$ cat src/rtl/debug_frame_collector_if.sv
// Controller poll bus plus UART byte channel of the debug frame collector.
// master = collector side, slave = controllers/UART side.
interface debug_frame_collector_if #(
    parameter int NB_CONTROL_FRAME = 32,
    parameter int NB_REQUEST       = 6,
    parameter int NB_BYTE          = 8
);
    logic [NB_REQUEST-1:0]       o_request_select;
    logic [NB_CONTROL_FRAME-1:0] i_frame;
    logic                        i_writing;
    logic [NB_BYTE-1:0]          o_tx_data;
    logic                        o_tx_start;
    logic                        i_tx_done;

    modport master (
        output o_request_select, o_tx_data, o_tx_start,
        input  i_frame, i_writing, i_tx_done
    );

    modport slave (
        input  o_request_select, o_tx_data, o_tx_start,
        output i_frame, i_writing, i_tx_done
    );
endinterface

$ cat src/rtl/debug_frame_collector.sv
// Polls one debug controller, buffers its frames and streams them to a UART LSB byte first.
// Optional feature macro: DEBUG_COLLECTOR_TIMEOUT_EN (abort REQUEST after TIMEOUT silent cycles).
module debug_frame_collector #(
    parameter int                    NB_CONTROL_FRAME = 32,
    parameter int                    NB_REQUEST       = 6,
    parameter int                    NB_BYTE          = 8,
    parameter logic [NB_REQUEST-1:0] IDLE_SELECT      = 6'b1111_11,
    parameter int                    FIFO_DEPTH       = 4,
    parameter int                    TIMEOUT          = 64
) (
    input  logic                  i_clock,
    input  logic                  i_reset,
    input  logic                  i_start,
    input  logic [NB_REQUEST-1:0] i_request_id,
    debug_frame_collector_if.master bus,
    output logic                  o_busy,
    output logic                  o_done,
    output logic                  o_overflow,
    output logic                  o_timeout
);
    localparam int NB_FRAME_BYTES = NB_CONTROL_FRAME / NB_BYTE;
    localparam int AW             = $clog2(FIFO_DEPTH);
    localparam int PW             = AW + 1;
    localparam int BC_W           = $clog2(NB_FRAME_BYTES + 1);

    generate
        if ((NB_CONTROL_FRAME % NB_BYTE) != 0 || TIMEOUT < 1) begin : g_param_check
            $error("debug_frame_collector: bad frame/byte width or TIMEOUT");
        end
    endgenerate

    typedef enum logic [2:0] {
        ST_IDLE, ST_REQUEST, ST_COLLECT, ST_DRAIN, ST_DONE
    } state_t;

    state_t                      state_q, state_d;
    logic [NB_REQUEST-1:0]       id_q, id_d;
    logic [NB_REQUEST-1:0]       select_q, select_d;
    logic [PW-1:0]               wr_ptr_q, wr_ptr_d;
    logic [PW-1:0]               rd_ptr_q, rd_ptr_d;
    logic [NB_CONTROL_FRAME-1:0] mem_q [FIFO_DEPTH];
    logic [NB_CONTROL_FRAME-1:0] mem_d [FIFO_DEPTH];
    logic [NB_CONTROL_FRAME-1:0] shift_q, shift_d;
    logic [BC_W-1:0]             bytes_left_q, bytes_left_d;
    logic                        ser_active_q, ser_active_d;
    logic                        await_q, await_d;
    logic [NB_BYTE-1:0]          tx_data_q, tx_data_d;
    logic                        tx_start_q, tx_start_d;
    logic                        overflow_q, overflow_d;

    logic start_acc, push_req, push_ok, pop, drop;
    logic fifo_empty, fifo_full, tmo_hit;

    assign start_acc  = (state_q == ST_IDLE) && i_start;
    assign push_req   = ((state_q == ST_REQUEST) || (state_q == ST_COLLECT)) && bus.i_writing;
    assign fifo_empty = (wr_ptr_q == rd_ptr_q);
    assign fifo_full  = (wr_ptr_q[AW] != rd_ptr_q[AW]) &&
                        (wr_ptr_q[AW-1:0] == rd_ptr_q[AW-1:0]);
    // A frame is only taken when no frame (and hence no byte) is in flight.
    assign pop        = !ser_active_q && !fifo_empty;
    assign push_ok    = push_req && (!fifo_full || pop);
    assign drop       = push_req && fifo_full && !pop;

`ifdef DEBUG_COLLECTOR_TIMEOUT_EN
    localparam int CNT_W = $clog2(TIMEOUT + 1);
    logic [CNT_W-1:0] tmo_cnt_q, tmo_cnt_d;
    logic             timeout_q, timeout_d;

    assign tmo_hit = (tmo_cnt_q == CNT_W'(TIMEOUT - 1));

    always_comb begin
        tmo_cnt_d = (state_q == ST_REQUEST) ? tmo_cnt_q + CNT_W'(1) : '0;
        timeout_d = start_acc ? 1'b0
                  : timeout_q | ((state_q == ST_REQUEST) && !bus.i_writing && tmo_hit);
    end

    always_ff @(posedge i_clock) begin
        if (i_reset) begin
            tmo_cnt_q <= '0;
            timeout_q <= 1'b0;
        end else begin
            tmo_cnt_q <= tmo_cnt_d;
            timeout_q <= timeout_d;
        end
    end

    assign o_timeout = timeout_q;
`else
    assign tmo_hit   = 1'b0;
    assign o_timeout = 1'b0;
`endif

    // FSM: state register
    always_ff @(posedge i_clock) begin
        if (i_reset) state_q <= ST_IDLE;
        else         state_q <= state_d;
    end

    // FSM: next state
    always_comb begin
        state_d = state_q;
        case (state_q)
            ST_IDLE:    if (i_start) state_d = ST_REQUEST;
            ST_REQUEST: begin
                if (bus.i_writing) state_d = ST_COLLECT;
                else if (tmo_hit)  state_d = ST_DRAIN;
            end
            ST_COLLECT: if (!bus.i_writing) state_d = ST_DRAIN;
            ST_DRAIN:   if (fifo_empty && !ser_active_q) state_d = ST_DONE;
            ST_DONE:    state_d = ST_IDLE;
            default:    state_d = ST_IDLE;
        endcase
    end

    // FSM: outputs; the select bus is registered from the upcoming state
    always_comb begin
        o_busy   = (state_q != ST_IDLE);
        o_done   = (state_q == ST_DONE);
        select_d = ((state_d == ST_REQUEST) || (state_d == ST_COLLECT)) ? id_d : IDLE_SELECT;
    end

    always_comb begin
        id_d       = start_acc ? i_request_id : id_q;
        overflow_d = start_acc ? 1'b0 : (overflow_q | drop);
        wr_ptr_d   = wr_ptr_q + PW'(push_ok);
        rd_ptr_d   = rd_ptr_q + PW'(pop);
        mem_d      = mem_q;
        if (push_ok) mem_d[wr_ptr_q[AW-1:0]] = bus.i_frame;
    end

    // Serializer: load on pop, issue a byte, then wait for its completion.
    always_comb begin
        shift_d      = shift_q;
        bytes_left_d = bytes_left_q;
        ser_active_d = ser_active_q;
        await_d      = await_q;
        tx_data_d    = tx_data_q;
        tx_start_d   = 1'b0;
        if (await_q) begin
            if (bus.i_tx_done) begin
                await_d = 1'b0;
                if (bytes_left_q == '0) ser_active_d = 1'b0;
            end
        end else if (ser_active_q) begin
            tx_data_d    = shift_q[NB_BYTE-1:0];
            tx_start_d   = 1'b1;
            await_d      = 1'b1;
            shift_d      = shift_q >> NB_BYTE;
            bytes_left_d = bytes_left_q - BC_W'(1);
        end else if (pop) begin
            shift_d      = mem_q[rd_ptr_q[AW-1:0]];
            bytes_left_d = BC_W'(NB_FRAME_BYTES);
            ser_active_d = 1'b1;
        end
    end

    always_ff @(posedge i_clock) begin
        if (i_reset) begin
            id_q         <= '0;
            select_q     <= IDLE_SELECT;
            wr_ptr_q     <= '0;
            rd_ptr_q     <= '0;
            shift_q      <= '0;
            bytes_left_q <= '0;
            ser_active_q <= 1'b0;
            await_q      <= 1'b0;
            tx_data_q    <= '0;
            tx_start_q   <= 1'b0;
            overflow_q   <= 1'b0;
        end else begin
            id_q         <= id_d;
            select_q     <= select_d;
            wr_ptr_q     <= wr_ptr_d;
            rd_ptr_q     <= rd_ptr_d;
            shift_q      <= shift_d;
            bytes_left_q <= bytes_left_d;
            ser_active_q <= ser_active_d;
            await_q      <= await_d;
            tx_data_q    <= tx_data_d;
            tx_start_q   <= tx_start_d;
            overflow_q   <= overflow_d;
        end
    end

    // Frame storage needs no reset: the pointers define what is valid.
    always_ff @(posedge i_clock) begin
        mem_q <= mem_d;
    end

    assign bus.o_request_select = select_q;
    assign bus.o_tx_data        = tx_data_q;
    assign bus.o_tx_start       = tx_start_q;
    assign o_overflow           = overflow_q;
endmodule
$ cat src/flat_wrapper.sv
// flat-port wrapper written by rule: the top's interface ports become plain ports
module debug_frame_collector_flat 
#(
    parameter int                    NB_CONTROL_FRAME = 32,
    parameter int                    NB_REQUEST       = 6,
    parameter int                    NB_BYTE          = 8,
    parameter logic [NB_REQUEST-1:0] IDLE_SELECT      = 6'b1111_11,
    parameter int                    FIFO_DEPTH       = 4,
    parameter int                    TIMEOUT          = 64
)
  (i_clock, i_reset, i_start, i_request_id, o_busy, o_done, o_overflow, o_timeout, bus_o_request_select, bus_o_tx_data, bus_o_tx_start, bus_i_frame, bus_i_writing, bus_i_tx_done);
  debug_frame_collector_if #(.NB_CONTROL_FRAME(NB_CONTROL_FRAME), .NB_REQUEST(NB_REQUEST), .NB_BYTE(NB_BYTE)) bus_i ();
  input  logic i_clock;
  input  logic i_reset;
  input  logic i_start;
  input  logic [NB_REQUEST-1:0] i_request_id;
  output logic o_busy;
  output logic o_done;
  output logic o_overflow;
  output logic o_timeout;
  output wire logic [$bits(bus_i.o_request_select)-1:0] bus_o_request_select;
  output wire logic [$bits(bus_i.o_tx_data)-1:0] bus_o_tx_data;
  output wire logic [$bits(bus_i.o_tx_start)-1:0] bus_o_tx_start;
  input wire logic [$bits(bus_i.i_frame)-1:0] bus_i_frame;
  input wire logic [$bits(bus_i.i_writing)-1:0] bus_i_writing;
  input wire logic [$bits(bus_i.i_tx_done)-1:0] bus_i_tx_done;
  assign bus_o_request_select = bus_i.o_request_select;
  assign bus_o_tx_data = bus_i.o_tx_data;
  assign bus_o_tx_start = bus_i.o_tx_start;
  assign bus_i.i_frame = bus_i_frame;
  assign bus_i.i_writing = bus_i_writing;
  assign bus_i.i_tx_done = bus_i_tx_done;
  debug_frame_collector #(.NB_CONTROL_FRAME(NB_CONTROL_FRAME), .NB_REQUEST(NB_REQUEST), .NB_BYTE(NB_BYTE), .IDLE_SELECT(IDLE_SELECT), .FIFO_DEPTH(FIFO_DEPTH), .TIMEOUT(TIMEOUT)) u_core (.i_clock(i_clock), .i_reset(i_reset), .i_start(i_start), .i_request_id(i_request_id), .bus(bus_i), .o_busy(o_busy), .o_done(o_done), .o_overflow(o_overflow), .o_timeout(o_timeout));
endmodule
$ cat config.mk
export PLATFORM = sky130hd
export DESIGN_NAME = debug_frame_collector_flat
export DESIGN_NICKNAME = d
export VERILOG_FILES = /design/src/rtl/debug_frame_collector_if.sv /design/src/rtl/debug_frame_collector.sv /design/src/flat_wrapper.sv
export SDC_FILE = /design/constraint.sdc
export NUM_CORES = 1
export LEC_CHECK = 0
export ABC_AREA = 1
export ABC_CLOCK_PERIOD_IN_PS = 7700
export CORE_MARGIN = 10
export CORE_UTILIZATION = 50
export DETAILED_ROUTE_END_ITERATION = 8
export HOLD_SLACK_MARGIN = 0.02
export PLACE_DENSITY = 0.69
export SLEW_MARGIN = 20
export SYNTH_ARGS = -nofsm -noshare
export SYNTH_HDL_FRONTEND = slang
export SYNTH_SLANG_ARGS = --single-unit
$ cat constraint.sdc
create_clock -name i_clock -period 7.7 [get_ports i_clock]
set_clock_uncertainty 0.2 [all_clocks]
set_input_delay 1.54 -clock i_clock [delete_from_list [all_inputs] [get_ports i_clock]]
set_output_delay 1.54 -clock i_clock [all_outputs]
set_load 0.01 [all_outputs]
==> summary.md <==
| Metric | Value |
|---|---|
| Hold Fails Final Rpt | 0 |
| Clock latency on the worst-skew pair | 0.43 ns |
| Distinct cells, synth | 32 |
| Fin util | 58.9% |
| Static Leak | 0.00427 µW |
| TritonCTS clock tree | done |
| All-Layer GR Usage | 15.2% |
| GPL Wtd Cong | 0.763 |
| Crit Path Category | in -> reg |
| Share of post-route cells with drive strength above 1 | 7.13% |
| Worst-path cell chain | clkdlybuf4s50_1 -> inv_1 -> nor2_2 -> inv_1 -> nor2_2 -> inv_2 -> nor2_2 -> buf_4 |
| CP Capture Type | flop |
| Post-synth EDFFs | 128 |
| GR Overflow Total | 0 |
| Pwr dens | 333 nW/µm² |
| CP Max Fanout | 19 |
| Tmin final | 3.76 ns |
| Internal reg-to-reg setup slack | 4.42 ns |
| Max-slew headroom | 41.8% |
| Dpl cell area | 9090 µm² |
| Dominant synthesized flop cell | edfxtp_1 |
| Cell mode on critical path | nor2_2 |
| Avg Cell Area, Syn | 9.07 µm² |
| DR vias/cell | 4.74 |
| Routed len/inst | 13.7 µm |
| Setup crit start kind | input port |
| Yosys reg bits | 196 |
| Period utilization | 48.9% |
| Die Y | 149 µm |
| R2R cell count | 6 |
| Hold path start | u_core.o_overflow$_SDFF_PP0_ |
| FF-to-FF End | u_core.mem_q[55]$_DFFE_PP_ |
| Min-delay worst type | reg -> reg |
| Post-Place Worst Slack | 3.49 ns |
| Setup WS post-layout | 3.94 ns |
| Port buffer count | 60 |
| Global-route wire length before repair | 27000 µm |
| # Post-CTS Setup Buffers | 0 |
| Hold-critical path depth | 2 |
| Net count after synthesis | 971 |
| Largest net degree at the start of global routing | 83 |
| DR vias | 5701 |
| Ranking of synthesized cells by area | edfxtp_1 (46%), dfxtp_1 (16%), nand2_1 (12%) |
| Register area | 5210 µm² |
| Seq/Total Area, Yosys | 62.3% |
| Core area | 16500 µm² |
| H-tree depth | 4 |
| Area of the multi-input gates | 2320 µm² |
| CP required | 7.61 ns |
| Mapped Area | 8360 µm² |
| IO Pins | 62 |
| Bufs on Longest Clock Path | 2 |
| Synth warn | 0 |
| CTS root buffer | clkbuf_16 |
| Worst-Margin Slew | 0.872 ns |
| CTS buffer count | 17 |
| Syn-to-layout area delta | 16.0% |
| Cell count after placement | 1170 |
| VDD IR max | 0.211 mV |
| Unrepaired setup endpoints after global routing | no |
| Final setup violation count | 0 |
| Finished Layout Cells | 1202 |
| Row count | 47 |
| Post-Synthesis Cells | 922 |
| Synth top area share | 46.0% |
| Max Slew Vio Count | 0 |
| Hold Crit Endpoint | u_core.o_overflow$_SDFF_PP0_ |
| Max-cap violation count | 0 |
| Number of fill cells | 1451 |
| Iter 0 DRT Violations | 371 |
| Slowest CP cell | nor2_2 |
| Outcome | complete, no violations |
| Ys async rst share | 0% |
| RR Startpoint | u_core.ser_active_q$_SDFFE_PP0P_ |
| Commonest cells post-synth | nand2_1 (269), inv_1 (160), edfxtp_1 (128), nor2_1 (100), dfxtp_1 (68) |
| Fmax | 0.266 GHz |
| Drt drc | 0 |
| CP peak stage delay | 0.67 ns |
| Nets | 1018 |
| Design area | 9700 µm² |
| CTS clk-pin slew, worst paths | 0.06 ns |
| Post-synth top area cell | edfxtp_1 |
| Post-CTS Hold Buffers | 0 |
| Die footprint | 22300 µm² |
| Clock Sinks | 196 |
| Routed wire length | 16500 µm |
| CP Data Arrival Time | 3.67 ns |
| PostCTS Resize Cnt | 0 |
| Die Span X | 149 µm |
| Pre-antenna DRT Iters | 5 |
| Post-DP HPWL | 10200 µm |
| Setup TNS | 0 ns |
| Post-DRT Antenna Nets | 0 |
| Initial antenna violation count | 0 |
| Antenna Cells | 0 |
| Initial core utilization | 50.8% |
| Vias in the first global route | 5499 |
| Most frequent cell after synthesis | nand2_1 |
==> state kept, by name (all words and copies together) (netlist names) <==
register                     flops
u_core.await_q                   1
u_core.bus.o_request_select      6
u_core.bus.o_tx_data             8
u_core.bus.o_tx_start            1
u_core.bytes_left_q              3
u_core.id_q                      6
u_core.mem_q                   128
u_core.o_overflow                1
u_core.rd_ptr_q                  3
u_core.ser_active_q              1
u_core.shift_q                  32
u_core.state_q                   3
u_core.wr_ptr_q                  3
==> report_power, final <==
group | leakage [µW] | switching [µW] | internal (µW)
Sequential | 0.00172 | 51.7 | 1250
Clock | 0.000311 | 378 | 514
Combinational | 0.00224 | 694 | 341
Total | 0.00427 | 1120 | 2100
==> worst max-delay path, delay by kind of cell <==
family | cells | cell delay, ns
buffers and inverters | 5 | 1.14
AND/OR/NAND/NOR | 3 | 0.98
==> area by class of cell <==
cell class	instances	area share, %
Sequential cell	196	53.7
Timing Repair Buffer	70	6.97
Inverter	164	6.35
Clock inverter	10	0.929
Tap cell	220	2.84
Clock buffer	22	5.34
Multi-Input combinational cell	520	23.9
==> cell usage in the layout, fill, tap and decap left out, drive strengths merged, types with 2 or more instances in the layout <==
master	count
clkdlybuf4s50	60
clkbuf	22
dfxtp	68
nor2	103
nand4	9
clkinv	2
a21oi	22
nand3	59
bufinv	2
nand2	277
ha	6
edfxtp	128
o21ai	27
mux2i	6
buf	10
nor3	5
xnor2	3
inv	169
==> per-stage QoR <==
step                hold slack, ns  total power [µW]
global route                 0.265              3450
CTS                          0.251              3260
floorplan                    0.229              2130
finish                       0.245              3230
global placement             0.236              2340
detailed placement           0.240              2360
==> logic make-up (layout without fill, tap and decap cells) <==
logic type	count (synthesis)	in the layout	share of synthesized area, %
muxes	6	6	0.718
buffers and inverters	206	266	10.1
other	1	1	0.0449
adders and majority gates	6	6	0.898
AOI/OAI and AO/OA	50	50	3.29
and+or+nand+nor	454	454	22.2
DFF	196	196	62.3
xor gates and xnor gates	3	3	0.404
==> layer usage <==
| metal | global-route usage (%) | wire length (µm) | vias to the layer above |
|---|---|---|---|
| met5 | 0 | 0 | - |
| met4 | 5.74 | 272 | 0 |
| met3 | 3.97 | 820 | 23 |
| met2 | 24.7 | 7820 | 128 |
| met1 | 19.1 | 7560 | 2593 |
| li1 | - | - | 2957 |
==> worst max path at each step <==
stage / from / end / depth (start not counted)
6_report: bus_i_writing / u_core.mem_q[55]$_DFFE_PP_ / 8
3_3_place_gp: bus_i_writing / u_core.mem_q[127]$_DFFE_PP_ / 8
3_5_place_dp: bus_i_writing / u_core.mem_q[119]$_DFFE_PP_ / 8
4_1_cts: bus_i_writing / u_core.mem_q[111]$_DFFE_PP_ / 8
5_1_grt: bus_i_writing / u_core.mem_q[111]$_DFFE_PP_ / 8
2_1_floorplan: bus_i_writing / u_core.mem_q[0]$_DFFE_PP_ / 6
No activity file was read; power rests on OpenSTA's default activity.
